<file path="config.mk">
export PLATFORM = sky130hd
export DESIGN_NAME = arbitro_memoria_datos
export DESIGN_NICKNAME = d
export VERILOG_FILES = /design/src/rtl/arbitro_pkg.sv /design/src/rtl/chequeo_direccion.sv /design/src/rtl/arbitro_memoria_datos.sv
export SDC_FILE = /design/constraint.sdc
export NUM_CORES = 1
export LEC_CHECK = 0
export BUFFER_PORTS_ARGS = -buffer_cell sky130_fd_sc_hd__buf_2
export CAP_MARGIN = 20
export CORE_ASPECT_RATIO = 1.25
export CORE_MARGIN = 3
export CORE_UTILIZATION = 40
export DETAILED_ROUTE_END_ITERATION = 12
export HOLD_SLACK_MARGIN = 0.02
export PLACE_DENSITY = 0.86
export RECOVER_POWER = 25
export SLEW_MARGIN = 20
export SYNTH_ARGS = -nofsm -noshare
export SYNTH_HDL_FRONTEND = slang
export SYNTH_SLANG_ARGS = --single-unit
</file>
<file path="constraint.sdc">
create_clock -name i_clk -period 3.05 [get_ports i_clk]
set_input_delay 0.915 -clock i_clk [delete_from_list [all_inputs] [get_ports i_clk]]
set_output_delay 0.915 -clock i_clk [all_outputs]
set_load 0.02 [all_outputs]
</file>
<file path="src/rtl/arbitro_pkg.sv">
// arbitro_pkg: shared state encoding and requester IDs for the data-memory arbiter
package arbitro_pkg;
  typedef enum logic [1:0] {
    IDLE  = 2'd0,
    RET_P = 2'd1,
    RET_D = 2'd2
  } estado_t;
  localparam logic REQ_PIPE = 1'b0;
  localparam logic REQ_DBG  = 1'b1;
endpackage

</file>
<file path="src/rtl/chequeo_direccion.sv">
// chequeo_direccion: byte address to word index plus alignment/range validity
module chequeo_direccion #(
  parameter int NBITS     = 32,
  parameter int CELDAS    = 10,
  parameter int ADDR_BITS = $clog2(CELDAS)
) (
  input  logic [NBITS-1:0]     addr,
  output logic [ADDR_BITS-1:0] indice,
  output logic                 valido
);
  assign indice = addr[ADDR_BITS+1:2];
  assign valido = addr[1:0] == 2'b00 && 32'(indice) < 32'(CELDAS) && addr[NBITS-1:ADDR_BITS+2] == '0;
endmodule

</file>
<file path="src/rtl/arbitro_memoria_datos.sv">
// arbitro_memoria_datos: round-robin sharing of the single-port data memory between MEM stage and debug
module arbitro_memoria_datos
  import arbitro_pkg::*;
#(
  parameter int NBITS     = 32,
  parameter int CELDAS    = 10,
  parameter int ADDR_BITS = $clog2(CELDAS)
) (
  input  logic                 i_clk,
  input  logic                 i_reset,
  input  logic                 i_MemRead,
  input  logic                 i_MemWrite,
  input  logic [NBITS-1:0]     i_ALUDireccion,
  input  logic [NBITS-1:0]     i_DatoRegistro,
  output logic [NBITS-1:0]     o_DatoLeido,
  output logic                 o_Stall,
  input  logic                 i_DbgReq,
  input  logic [NBITS-1:0]     i_DbgAddr,
  output logic                 o_DbgAck,
  output logic [NBITS-1:0]     o_DbgDato,
  output logic [ADDR_BITS-1:0] o_MemAddr,
  output logic [NBITS-1:0]     o_MemWData,
  output logic                 o_MemWE,
  output logic                 o_MemRE,
  input  logic [NBITS-1:0]     i_MemRData,
  output logic                 o_Error
);
  estado_t estado;
  logic last_grant, rd_ok, valido, pipe_req, libre, gnt_d, gnt_p, carga;
  logic [NBITS-1:0] dato_q, dbg_q, rdata_m, addr;
  logic [ADDR_BITS-1:0] indice;
  assign pipe_req = i_MemRead | i_MemWrite;
  // grants are combinational, so they are masked while reset is held
  assign libre = i_reset && estado == IDLE;
  assign gnt_d = libre && i_DbgReq && (!pipe_req || last_grant == REQ_PIPE);
  assign gnt_p = libre && pipe_req && !gnt_d;
  assign carga = gnt_p && i_MemRead && !i_MemWrite;
  assign addr  = gnt_d ? i_DbgAddr : i_ALUDireccion;
  chequeo_direccion #(.NBITS(NBITS), .CELDAS(CELDAS), .ADDR_BITS(ADDR_BITS)) u_chequeo (
    .addr  (addr),
    .indice(indice),
    .valido(valido)
  );
  assign rdata_m     = rd_ok ? i_MemRData : '0;
  assign o_MemAddr   = (gnt_p || gnt_d) ? indice : '0;
  assign o_MemWData  = (gnt_p && i_MemWrite) ? i_DatoRegistro : '0;
  assign o_MemWE     = gnt_p && i_MemWrite && valido;
  assign o_MemRE     = valido && (carga || gnt_d);
  assign o_Error     = (gnt_p || gnt_d) && (!valido || (gnt_p && i_MemRead && i_MemWrite));
  assign o_Stall     = i_reset && pipe_req && !(estado == RET_P || (gnt_p && i_MemWrite));
  assign o_DatoLeido = estado == RET_P ? rdata_m : dato_q;
  assign o_DbgAck    = estado == RET_D;
  assign o_DbgDato   = estado == RET_D ? rdata_m : dbg_q;
  always_ff @(posedge i_clk or negedge i_reset)
    if (!i_reset) begin
      estado     <= IDLE;
      last_grant <= REQ_DBG;
      rd_ok      <= 1'b0;
      dato_q     <= '0;
      dbg_q      <= '0;
    end else begin
      estado <= gnt_d ? RET_D : carga ? RET_P : IDLE;
      if (gnt_p || gnt_d) last_grant <= gnt_d ? REQ_DBG : REQ_PIPE;
      rd_ok <= valido;
      if (estado == RET_P) dato_q <= rdata_m;
      if (estado == RET_D) dbg_q <= rdata_m;
    end
endmodule

</file>
==> results by group <==
Final layout
  • Syn-to-layout area delta: 62.7%
  • Most frequent cells in the layout: buf_2 (198), nand2_1 (99), o21ai_0 (67), dfrtp_1 (67), buf_4 (40)
  • Final Core Density: 0.673
  • Fraction of final layout cells sized beyond drive strength 1: 0.504
  • Fill count: approximately 600
  • Multi-input gate area: 1380 um^2
  • Commonest non-fill, non-tap cell in the layout: buf_2
  • Fin nets: 727
  • Area taken by flip-flops and latches: 1700 um^2

Global route
  • Maximum number of pins on one net before global-route repair: between 50 and 60
  • Total GRT Usage: 0.275
  • Antenna violations before repair: 1
  • Final global-route overflow total: 0
  • First-pass GRT wire length: 18,200 um
  • Vias in the first global route: 3,514

Timing
  • Peak Freq: 310 MHz
  • Clock Skews: 10.5 ps
  • Final Hold Vio Count: 0
  • Fin. max-slew vios: 0
  • RSZ-0062 raised after global routing: yes
  • Period utilisation layout: 1.06
  • Worst relative slew slack: 0.514
  • Setup violators final: 26
  • Min Tclk post-route: around 3200 ps
  • Final WS setup: -178 ps
  • Worst-margin pin slew: 729 ps

CTS
  • # clock sinks: 68
  • Num CTS Buffers: 9
  • CTS tree: yes
  • CTS Hold Buffers Added: 0
  • CTS clk-pin slew, worst paths: 70 ps
  • # H-tree levels: 3
  • Longest Clk Path Bufs: 2
  • Later-pin clock latency in the skew report: between 300 and 400 ps
  • Clk Tree Root Cell: clkbuf_8

Die
  • Rows: 35
  • Die ar.: 8740 um^2
  • Core footprint: 7400 um^2
  • Initial core utilization: 0.413
  • Top Ports: approximately 240
  • Die X: 84.2 um
  • Chip height: a little over 100 um

Power
  • Pleak: 2.65 nW
  • Design Power: 0.00243 W
  • Worst vdd ir: 0.306 mV
  • Power per cell area: 488 nW/um^2

Place
  • Buffers added on ports: about 240
  • DP Wirelength: 9970 um
  • GPL Wtd Cong: 0.967

Outcome
  • Status: finished, violations left
  • Failing checks: setup timing

Synthesis
  • Synth unique cells: 30
  • FFs w/ async S/R, synth: 1.00
  • Mapped Nets: 477
  • Gate Count Post-Synth: 344
  • Synthesized area per cell: 8.89 um^2
  • Sequential area share after synthesis: 0.557
  • Synth Flop Type: dfrtp_1
  • Yosys reg bits: between 60 and 70
  • Synthesized area: 3060 um^2
  • Post-synth EDFFs: 0
  • YS warnings: 0

Setup path
  • Max FO, Critical Path: 3
  • CP Data Required Time: 2130 ps
  • Critical path data arrival time: 2310 ps
  • Crit path launch type: primary input
  • Critical path class: in -> out
  • CP endpoint kind: output pin

Drt
  • Routed Antenna Nets: 0
  • Final wirelength: 12,500 um
  • First-pass iteration count of the detailed router: 4
  • Initial DRC Count: 162
  • DR WL/cell: ~18 um
  • Post-route DRC: 0
  • Via count: 3,567
  • Detailed-route vias per instance: 5.15

Flow run
  • Max cap viols: 0

Min path
  • Min-Delay Path Class: reg -> reg
==> flip-flops by register name (all words and copies together) (netlist names) <==
signal / count
dato_q: 32
dbg_q: 32
rd_ok: 1
last_grant: 1
estado: 2
==> critical path: stages <==
cell and delay [ps]:
buf_6 100, nor4_4 270, nand4_1 160, or3_4 440
a221oi_2 230, buf_4 190
==> layout make-up <==
cell class,count,share of cell area
clock buffers,9,0.0249
flip-flops and latches,68,0.342
clock inverters,7,0.0199
diodes,1,0.000503
repair buffers,261,0.311
multi-input cells,252,0.277
well taps,92,0.0231
inverters,2,0.00151
==> routing by layer <==
metal	vias up	track usage	routed length (um)
met2	217	0.462	6190
met4	0	0.131	597
met5	-	0	0
met1	1642	0.336	4640
li1	1667	-	-
met3	41	0.0525	1090
==> power breakdown <==
group          leakage [nW]  internal [W]  switching (W)
clock                 0.110      0.000464       0.000344
combinational          1.60      0.000246       0.000376
sequential            0.940      0.000972      0.0000290
total                  2.65       0.00168       0.000750
==> synthesized netlist by cell type (all sizes together), types with 2 or more instances <==
master / instances / area share
nor2: 5 / 0.0061
nor4: 10 / 0.020
dfrtp: 67 / 0.55
clkbuf: 19 / 0.024
and2: 32 / 0.065
nand3: 10 / 0.018
nor3b: 2 / 0.0086
a21oi: 5 / 0.0082
nand2b: 3 / 0.0061
nand2: 100 / 0.12
or4: 4 / 0.0098
buf: 3 / 0.0037
o21ai: 68 / 0.11
nand4: 4 / 0.0082
inv: 2 / 0.0025
==> cell families (layout without fill, tap and decap cells) <==
kind of cell,count (synthesis),in the layout,synth area share
and+or+nand+nor,175,175,0.279
DFF,68,68,0.557
AOI/OAI and AO/OA,77,77,0.135
buffers and inverters,24,279,0.0299
other,0,1,0
==> through the flow <==
stage / std cells / setup TNS [ps] / cell area (um^2) / setup WS (ps) / hold slack (ps)
after floorplan: 344 / -19.5 / 3060 / -19.5 / 523
after global placement: 670 / -727 / 4460 / -206 / 463
after detailed placement: 670 / -810 / 4460 / -248 / 476
after CTS: 688 / -164 / 4770 / -128 / 495
after global routing: 692 / -4050 / 4980 / -229 / 516
final: 692 / -727 / 4980 / -178 / 493
==> path summary, 6_finish.rpt <==
kind / from / to / slack (ps) / cells after the start
worst max-delay path: i_DbgAddr[26] / o_MemRE / -180 / 6
worst min-delay path: dbg_q[20] / dbg_q[20] / 490 / 2
worst max register to register: estado[1] / dato_q[21] / 1370 / 3
worst min register to register: dbg_q[20] / dbg_q[20] / 490 / 2
max in group asynchronous: i_reset / dbg_q[26] / 1530 / 3
min in group asynchronous: i_reset / estado[1] / 620 / 2
==> repair_timing <==
action,in CTS,in global routing
cloned,0,1
pin swaps,8,10
gates resized for setup,16,60
endpoints found under the setup margin,15,8
buffers inserted,2,2
No activity file was read; power rests on OpenSTA's default activity.
